--- src/rtl/sector_server_pkg.sv ---
// Shared types and constants for the sector responder.
//   WORDS_PER_SECTOR : 512-byte sector seen as 16-bit words
//   word_t           : word index within a sector
//   ST_* / state_t   : FSM encodings (fixed values kept for legacy tooling)
package sector_server_pkg;

  localparam int WORDS_PER_SECTOR = 256;

  typedef logic [7:0] word_t;

  localparam word_t LAST_WORD = word_t'(WORDS_PER_SECTOR - 1);

  localparam logic [2:0] ST_IDLE     = 3'd0;
  localparam logic [2:0] ST_RD_FETCH = 3'd1;
  localparam logic [2:0] ST_RD_PUT   = 3'd2;
  localparam logic [2:0] ST_WR_ADDR  = 3'd3;
  localparam logic [2:0] ST_WR_CAP   = 3'd4;
  localparam logic [2:0] ST_WR_STORE = 3'd5;
  localparam logic [2:0] ST_DONE     = 3'd6;

  typedef enum logic [2:0] {
    IDLE     = ST_IDLE,
    RD_FETCH = ST_RD_FETCH,
    RD_PUT   = ST_RD_PUT,
    WR_ADDR  = ST_WR_ADDR,
    WR_CAP   = ST_WR_CAP,
    WR_STORE = ST_WR_STORE,
    DONE     = ST_DONE
  } state_t;

endpackage

--- src/rtl/bram_sector_server.sv ---
// bram_sector_server: responder side of the sd_lba/sd_rd/sd_wr/sd_ack sector
// protocol. Each transfer moves one 512-byte sector (256 x 16-bit words)
// between the core BRAM and an external word-addressed backing store.
//
// Ports
//   clk_sys, reset        clock, synchronous active-high reset
//   sd_lba/sd_rd/sd_wr    request (levels, held until sd_ack rises)
//   sd_ack                high for the whole transfer
//   sd_buff_addr/_dout/_wr/_din   core BRAM side (read strobes / write fetch)
//   st_addr/st_rd/st_wr/st_din/st_dout/st_ready   backing store handshake
//   oor_err               sticky out-of-range LBA flag
//
// Optional build macro SECTOR_SERVER_STATS_EN adds rd_cnt/wr_cnt, counting
// completed sectors per direction.
module bram_sector_server
  import sector_server_pkg::*;
#(
  parameter int SECTORS = 128,
  parameter int LBA_W   = 7,
  parameter int RD_LAT  = 1,   // must be >= 1
  parameter int GAP     = 2
) (
  input  logic             clk_sys,
  input  logic             reset,
  input  logic [31:0]      sd_lba,
  input  logic             sd_rd,
  input  logic             sd_wr,
  output logic             sd_ack,
  output logic [7:0]       sd_buff_addr,
  output logic [15:0]      sd_buff_dout,
  output logic             sd_buff_wr,
  input  logic [15:0]      sd_buff_din,
  output logic [LBA_W+7:0] st_addr,
  output logic             st_rd,
  output logic             st_wr,
  output logic [15:0]      st_din,
  input  logic [15:0]      st_dout,
  input  logic             st_ready,
`ifdef SECTOR_SERVER_STATS_EN
  output logic [15:0]      rd_cnt,
  output logic [15:0]      wr_cnt,
`endif
  output logic             oor_err
);

  localparam logic [7:0] GAP_LOAD = 8'(GAP);
  localparam logic [7:0] LAT_LAST = 8'(RD_LAT - 1);

  state_t           state;
  word_t            word;
  logic [LBA_W-1:0] lba;
  logic             oor;       // current transfer targets a missing sector
  logic [15:0]      data;      // word in flight, either direction
  logic [7:0]       gap_cnt;
  logic [7:0]       lat_cnt;
`ifdef SECTOR_SERVER_STATS_EN
  logic             dir_rd;
`endif

  // Range test on the full 32-bit request so stray upper bits are caught.
  logic req_oor;
  assign req_oor = (sd_lba >= 32'(SECTORS));

  // NOTE: every output below is a pure decode of registered state through
  // continuous assigns, so there is no combinational path that could infer
  // a latch and reset values fall out of the register reset.
  assign sd_buff_addr = word;
  assign sd_buff_dout = data;
  assign sd_buff_wr   = (state == RD_PUT);
  assign st_addr      = {lba, word};
  assign st_din       = data;
  // Out-of-range transfers keep the full handshake timing towards the core
  // but never touch the store.
  assign st_rd        = (state == RD_FETCH) && !oor;
  assign st_wr        = (state == WR_STORE) && !oor;

  // NOTE: all sequential state uses non-blocking assignments so every
  // register samples pre-edge values regardless of statement order.
  always_ff @(posedge clk_sys) begin
    if (reset) begin
      state   <= IDLE;
      word    <= '0;
      lba     <= '0;
      oor     <= 1'b0;
      data    <= '0;
      gap_cnt <= GAP_LOAD;
      lat_cnt <= '0;
      sd_ack  <= 1'b0;
      oor_err <= 1'b0;
`ifdef SECTOR_SERVER_STATS_EN
      dir_rd  <= 1'b0;
      rd_cnt  <= '0;
      wr_cnt  <= '0;
`endif
    end else begin
      case (state)
        IDLE: begin
          if (gap_cnt != '0) begin
            gap_cnt <= gap_cnt - 8'd1;
          end else if (sd_rd || sd_wr) begin
            lba     <= sd_lba[LBA_W-1:0];
            oor     <= req_oor;
            word    <= '0;
            lat_cnt <= '0;
            sd_ack  <= 1'b1;
            if (req_oor) oor_err <= 1'b1;
`ifdef SECTOR_SERVER_STATS_EN
            dir_rd  <= sd_rd;
`endif
            // Read wins when both requests are high.
            state   <= sd_rd ? RD_FETCH : WR_ADDR;
          end
        end

        RD_FETCH: begin
          if (oor) begin
            data  <= '0;
            state <= RD_PUT;
          end else if (st_ready) begin
            data  <= st_dout;
            state <= RD_PUT;
          end
        end

        RD_PUT: begin
          if (word == LAST_WORD) begin
            state <= DONE;
          end else begin
            word  <= word + 8'd1;
            state <= RD_FETCH;
          end
        end

        // sd_buff_addr already shows the new word; give the core BRAM
        // RD_LAT cycles before sampling its output.
        WR_ADDR: begin
          if (lat_cnt == LAT_LAST) state <= WR_CAP;
          else                     lat_cnt <= lat_cnt + 8'd1;
        end

        WR_CAP: begin
          data  <= sd_buff_din;
          state <= WR_STORE;
        end

        WR_STORE: begin
          if (oor || st_ready) begin
            lat_cnt <= '0;
            if (word == LAST_WORD) begin
              state <= DONE;
            end else begin
              word  <= word + 8'd1;
              state <= WR_ADDR;
            end
          end
        end

        DONE: begin
          sd_ack  <= 1'b0;
          gap_cnt <= GAP_LOAD;
          word    <= '0;
`ifdef SECTOR_SERVER_STATS_EN
          if (dir_rd) rd_cnt <= rd_cnt + 16'd1;
          else        wr_cnt <= wr_cnt + 16'd1;
`endif
          state   <= IDLE;
        end

        default: state <= IDLE;
      endcase
    end
  end

endmodule

--- config.mk ---
export PLATFORM = sky130hd
export DESIGN_NAME = bram_sector_server
export DESIGN_NICKNAME = d
export VERILOG_FILES = /design/src/rtl/sector_server_pkg.sv /design/src/rtl/bram_sector_server.sv
export SDC_FILE = /design/constraint.sdc
export NUM_CORES = 1
export LEC_CHECK = 0
export CAP_MARGIN = 20
export CORE_UTILIZATION = 45
export CTS_CLUSTER_SIZE = 40
export DETAILED_ROUTE_END_ITERATION = 10
export PLACE_DENSITY = 0.9
export SLEW_MARGIN = 15
export SYNTH_ARGS = -nofsm -noshare
export SYNTH_HDL_FRONTEND = slang
export SYNTH_SLANG_ARGS = --single-unit
export TNS_END_PERCENT = 50
--- constraint.sdc ---
create_clock -name clk_sys -period 3.25 [get_ports clk_sys]
set_clock_uncertainty 0.2 [all_clocks]
set_input_delay 0.325 -clock clk_sys [delete_from_list [all_inputs] [get_ports clk_sys]]
set_output_delay 0.325 -clock clk_sys [all_outputs]
set_load 0.05 [all_outputs]
==> out/metrics.yaml, run 1 <==
drt_total_wl_um: 7490
number_of_cell_rows: 28
die_area_mm2: 0.00669
synth.yosys.warnings: 0
design_power_total_mw: 3.03
postLayoutCoreUtil_pct: 68.5
yosys.cell_types.count: 50
drc_errors: 0
top_area_cells_in_the_synthesized_netlist: "dfxtp_1, a21oi_1, buf_4"
setup_repair_after_global_routing_missed_its_margin: "false"
drt_first_iter_violations: 87
final_period_utilization_pct: 79.2
clk-insertion-delay-late_ns: 0.30
drv.max_cap_violation_count: 0
initial_antenna_violation_count: 0
layout.filler_cells: 489
power.share.clock_pct: 15.2
arrival_time_at_the_worst_endpoint_ns: 2.05
tritoncts: "built"
total_power_divided_by_cell_area_mw_per_mm2: 735
post_synth_edffs: 0
dp_hpwl_um: 5710
gp_congestion: 0.903
fp.dieW_um: 81.8
timing.hold.ws_ns: 0.261
async_reset_ff_share_pct: 0
initial_utilization_pct: 47.5
postSynthRegisterBits: 53
path_clk_slew_ns: 0.09
average_instance_area_after_synthesis_um2: 7.98
postCtsSetupRepairBufs: 0
nets: 526
io_pins: 129
ant_nets: 0
sum_neg_setup_slack_ns: 0
die_height_um: 81.8
syn_inst: 359
postCtsResizedCells: 0
critPathMaxFanout: 12
layout-area-overhead-vs-synth_pct: 44.0
status: "complete, no violations"
ys.flop_type: "dfxtp_1"
ctsRootBufferMaster: "clkbuf_8"
synth_top_area_cell: "dfxtp_1"
mapped_area_mm2: 0.00287
share_comb_of_total_power_pct: 53.2
max_slew.worst_pin.slew_ns: 0.763
cts-buffers-inserted: 5
hold_viol: 0
layout_min_cycle_time_ns: 2.57
path_class_of_the_lowest_slack_min_delay_path: "flip-flop to flip-flop"
portBuffers: 128
dp.cells: 521
netSwitchingFraction_pct: 45.7
final_cell_count_no_fill: 529
design.core.area_mm2: 0.00603
grt_max_degree: 33
final_max_slew_viol_count: 0
endpoint_kind: "primary output"
cts_num_sinks: 53
synthesis.nets: 432
seqCellArea_mm2: 0.00106
multi_input_gate_area_in_the_final_layout_mm2: 0.00152
layout-drive-gt1-share_pct: 4.85
cellLeakagePower_nw: 1.41
routed-via-count: 2883
first_pass_grt_wire_length_um: 11400
final_setup_violation_count: 0
internal_power_mw: 1.64
critPathLaunchType: "flip-flop"
power.share.sequential_pct: 31.6
synth_largest_type_area_fraction_pct: 37.0
drt_first_pass_iters: 4
power.net_switching_mw: 1.39
worst-endpoint-required_ns: 2.72
routed_wire_length_per_instance_um: 14.2
number_of_global_route_vias_before_repair: 2674
timing.fmax_mhz: 388
number_of_levels_in_the_clock_h_tree: 2
synth-seq-area-share_pct: 37.0
max-clock-path-buffers: 2
worst_ir_drop_vdd_v: 0.000450
diodes: 0
track_usage_pct: 22.0
critPathKind: "flip-flop to primary output"
vias_per_cell: 5.45
maxSlewHeadroom_pct: 49.1
global_route.overflow_total: 0
cts_hold_repair.buffers: 0
## logic make-up (layout without fill, tap and decap cells)
| group | after synthesis | count (layout) | share of synthesized area [%] |
|---|---|---|---|
| simple gates | 144 | 144 | 25.9 |
| compound gates | 92 | 92 | 20.7 |
| flops | 53 | 53 | 37.0 |
| buf+inv | 52 | 147 | 10.2 |
| xor+xnor | 10 | 10 | 3.06 |
| fa+ha+maj | 4 | 4 | 1.75 |
| mux | 4 | 4 | 1.44 |
## per-stage QoR
| step | setup WS, ns | area [um2] |
|---|---|---|
| after floorplan | 0.856 | 2870 |
| after global placement | 0.825 | 4010 |
| after detailed placement | 0.742 | 4010 |
| after CTS | 0.663 | 4130 |
| after global routing | 0.525 | 4130 |
| final | 0.675 | 4130 |
## metal layers
layer / global-route usage (%) / share of wire, % / vias to the layer above / routed length, um
met5: 0 / 0 / - / 0
met1: 24.5 / 40 / 1323 / 3020
met4: 10.4 / 2.6 / 0 / 195
met3: 4.78 / 5.1 / 15 / 380
met2: 39.4 / 52 / 107 / 3890
li1: - / - / 1438 / -
## sequential cells by signal, indices dropped and copies added, names as in the netlist
signal        flops
oor_err           1
lba               7
sd_buff_addr      8
gap_cnt           8
sd_buff_dout     16
sd_ack            1
oor               1
lat_cnt           8
state             3
## cell type report
cell class,count,share of cell area (%)
Multi-Input combinational cell,254,36.8
Tap cell,75,2.27
Clock buffer,7,2.09
Inverter,7,0.637
Clock inverter,1,0.728
Timing Repair Buffer,132,31.8
Sequential cell,53,25.7
## synthesized netlist by cell type (2+ instances only)
master     number
o31ai_1         2
nand4b_1        2
nand4_1         4
dfxtp_1        53
nand3_1         8
nor3_1          6
clkbuf_1       15
xor2_1          8
a211oi_1       19
mux2i_1         3
o21ai_0         9
o2111ai_1       2
nand2b_1        7
a21oi_1        41
o211ai_1        2
nor2_1         47
nand3b_1        2
or4_1           2
buf_4          24
and3_1          4
ha_1            4
inv_1           7
nor4_1          5
xnor2_1         2
a2111o_1        3
nor3b_1        17
or3_1           3
buf_2           5
a31oi_1         2
nand2_1        31
## placed cells by master (no fill, tap or decap), types with 3 or more instances in the layout
cell / count
buf_4: 4
nor2_1: 45
xor2_1: 8
nor3b_1: 17
a2111o_1: 3
clkdlybuf4s50_1: 128
a21oi_1: 41
nand2_1: 31
nor3_1: 6
inv_1: 7
and3_1: 4
nand3_1: 8
o21ai_0: 9
mux2i_1: 3
dfxtp_1: 53
a211oi_1: 19
clkbuf_8: 6
nor4_1: 5
nand4_1: 4
nand2b_1: 7
or3_1: 3
ha_1: 4
## power groups by stage
stage	logic (mW)	registers, mW	clock network, mW
floorplan	0.972	1.17	0
global placement	1.57	0.962	0
detailed placement	1.61	0.971	0
CTS	1.62	0.958	0.468
global route	1.73	0.980	0.501
finish	1.61	0.957	0.462
## worst max-delay path, stage by stage, from the launching register on
cell and delay (ns):
dfxtp_1 0.53, nand2b_1 0.14, nor3b_1 0.21, clkdlybuf4s50_1 0.86
## worst paths after layout
check           start  depth (start not counted)          endpoint  slack [ns]
max          state[0]                          3             st_wr        0.68
min            lba[3]                          2            lba[3]        0.26
max reg2reg       oor                          6  sd_buff_dout[14]        0.76
min reg2reg    lba[3]                          2            lba[3]        0.26
(Power assumes the default switching activity.)
==> run 2, diff against run 1 <==
--- a/config.mk
+++ b/config.mk
@@ -6,10 +6,10 @@
 export NUM_CORES = 1
 export LEC_CHECK = 0
 export CAP_MARGIN = 20
-export CORE_UTILIZATION = 45
+export CORE_UTILIZATION = 38
 export CTS_CLUSTER_SIZE = 40
 export DETAILED_ROUTE_END_ITERATION = 10
-export PLACE_DENSITY = 0.9
+export PLACE_DENSITY = 0.81
 export SLEW_MARGIN = 15
 export SYNTH_ARGS = -nofsm -noshare
 export SYNTH_HDL_FRONTEND = slang
==> constraint.sdc (replaced) <==
create_clock -name clk_sys -period 2.1 [get_ports clk_sys]
set_clock_uncertainty 0.2 [all_clocks]
set_input_delay 0.21 -clock clk_sys [delete_from_list [all_inputs] [get_ports clk_sys]]
set_output_delay 0.21 -clock clk_sys [all_outputs]
set_load 0.05 [all_outputs]
==> run 2 against run 1 <==
Net effect: combinational power grew 75%; global-route usage shrank 1.9 points; via count grew 1.9%; highest routed layer unchanged.
==> out/metrics.yaml, run 2 (same netlist as run 1, synthesis figures left out) <==
status: "complete, no violations"
number_of_levels_in_the_clock_h_tree: 2  # unchanged
grt_max_degree: 33  # unchanged
clk-insertion-delay-late_ns: 0.31  # about the same
dp_hpwl_um: 6130  # +7.3%
critPathKind: "flip-flop to flip-flop"
path_class_of_the_lowest_slack_min_delay_path: "flip-flop to flip-flop"
gp_congestion: 0.901  # -0.18%
postLayoutCoreUtil_pct: 60.6  # -7.9 points
total_power_divided_by_cell_area_mw_per_mm2: 1130  # +53%
ctsRootBufferMaster: "clkbuf_8"
layout-drive-gt1-share_pct: 12.4  # +7.6 points
nets: 547  # +4.0%
layout-area-overhead-vs-synth_pct: 53.4
crit_path_top_delay_cell: "or4_1"
drt_first_iter_violations: 185  # +110%
timing.fmax_mhz: 498
met1_usage_pct: 25.0  # +0.42 points
vias_per_cell: 5.12  # -6.0%
mostFrequentLayoutCell: "clkdlybuf4s50_1"
first_pass_grt_wire_length_um: 12400  # +8.3%
track_usage_pct: 20.1  # -1.9 points
setup_repair_after_global_routing_missed_its_margin: "false"
final_cell_count_no_fill: 574  # +8.5%
groute.layer.met2.usage_pct: 34.3  # -5.2 points
layout_min_cycle_time_ns: 2.01
fp.dieW_um: 88.8  # +8.6%
final_period_utilization_pct: 95.7
diodes: 0  # unchanged
die_height_um: 88.8  # +8.6%
dp.cells: 566  # +8.6%
critPathLaunchType: "flip-flop"
path_clk_slew_ns: 0.09  # about the same
drc_errors: 0  # unchanged
drv.max_cap_violation_count: 0  # unchanged
cp_num_buf_inv: 0  # -1
use_met3_pct: 4.38  # -0.39 points
drt_total_wl_um: 8040  # +7.4%
final_max_slew_viol_count: 0  # unchanged
timing.critical_path.cells: "nor4_4 > o2111a_2 > a21boi_2 > or4_1 > a21oi_1"
largest_register_ff_count: 16  # unchanged
design.core.area_mm2: 0.00725  # +20%
timing.critical_path.max_delay_family: "simple AND/OR/NAND/NOR gates"
ant_nets: 0  # unchanged
cellLeakagePower_nw: 1.53  # +9.1%
most-common-layout-cells: "clkdlybuf4s50_1, dfxtp_1, nor2_1"
portBuffers: 128  # unchanged
global_route.overflow_total: 0  # unchanged
routed-via-count: 2939  # +1.9%
max_slew.worst_pin.slew_ns: 0.527  # -0.236 ns
worst-endpoint-required_ns: 2.14  # -0.58 ns
hold_viol: 0  # unchanged
final_setup_violation_count: 0  # unchanged
cts_num_sinks: 53  # unchanged
postCtsSetupRepairBufs: 0  # unchanged
place_worst_setup_slack_ns: -0.0404  # -0.783 ns
critPathMaxFanout: 5  # -7
placedInstanceArea_mm2: 0.00427  # +6.4%
io_pins: 129  # unchanged
drt_first_pass_iters: 4  # unchanged
cts-buffers-inserted: 5  # unchanged
initial_antenna_violation_count: 0  # unchanged
number_of_cell_rows: 31  # +11%
endpoint_kind: "flip-flop"
max-clock-path-buffers: 2  # unchanged
grt.busiest_layer: "met2"
finish.instance_area_mm2: 0.00440  # +6.5%
maxSlewHeadroom_pct: 64.7  # +16 points
critical_path.max_stage_delay_ns: 0.48  # -0.38 ns
timing.hold.ws_ns: 0.254  # -0.00614 ns
worst_ir_drop_vdd_v: 0.000502  # +12%
die_area_mm2: 0.00789  # +18%
routed_wire_length_per_instance_um: 14.0  # -1.0%
arrival_time_at_the_worst_endpoint_ns: 2.05  # about the same
number_of_global_route_vias_before_repair: 2667  # -0.26%
tritoncts: "built"
final.setup.worst_slack_ns: 0.0908  # -0.584 ns
initial_utilization_pct: 39.5  # -8.0 points
==> run 2: cell types whose count changed in the layout (fill, tap and decap cells not counted), sizes merged <==
cell,before,now
buf,4,28
clkbuf,7,6
clkdlybuf4s50,128,125
clkinvlp,0,1
==> run 2: routing by layer <==
layer  part of all wire (%)  vias up
met3                    4.7       16
met2                     52       89
met5                      0        -
li1                       -     1481
met1                     41     1353
met4                    2.1        0
==> run 2: area by class of cell <==
class                      instances  area [um2]
fill                             633        2860
timing repair buffer             153        1520
multi-input combinational        254        1530
tap                               99         124
clock buffer                       6        82.6
sequential                        53        1070
inverter                           7        26.3
clock inverter                     2        37.5
==> run 2: worst paths after layout <==
path	from	endpoint	slack [ns]	cells past startpoint
worst max-delay path	gap_cnt[2]	lat_cnt[5]	0.09	5
worst min-delay path	lba[0]	lba[0]	0.25	2
worst max register to register	gap_cnt[2]	lat_cnt[5]	0.09	5
worst min register to register	lba[0]	lba[0]	0.25	2
==> run 2: through the flow <==
stage               power, mW  TNS [ns]
global placement         4.17         0
detailed placement       4.22   -0.0885
floorplan                3.32    -0.128
finish                   4.95         0
global route             5.27         0
CTS                      4.96         0
==> run 2: report_power, final <==
part	internal, mW	switching [mW]	leakage [nW]
Clock	0.388	0.338	0.0574
Sequential	1.23	0.188	0.434
Combinational	1.12	1.68	1.04
==> run 2: what timing repair did <==
| action | 4_1_cts | 5_1_grt |
|---|---|---|
| setup endpoints to repair | 0 | 11 |
| hold buffers | 0 | 0 |
| hold endpoints to repair | 0 | 0 |
| resized for setup | 0 | 5 |
==> run 2: tightest hold or removal path: cells and delay by family, from the launching register on <==
family          cells  cell delay [ns]
flops               1             0.32
compound gates      1             0.05
simple gates        1             0.05
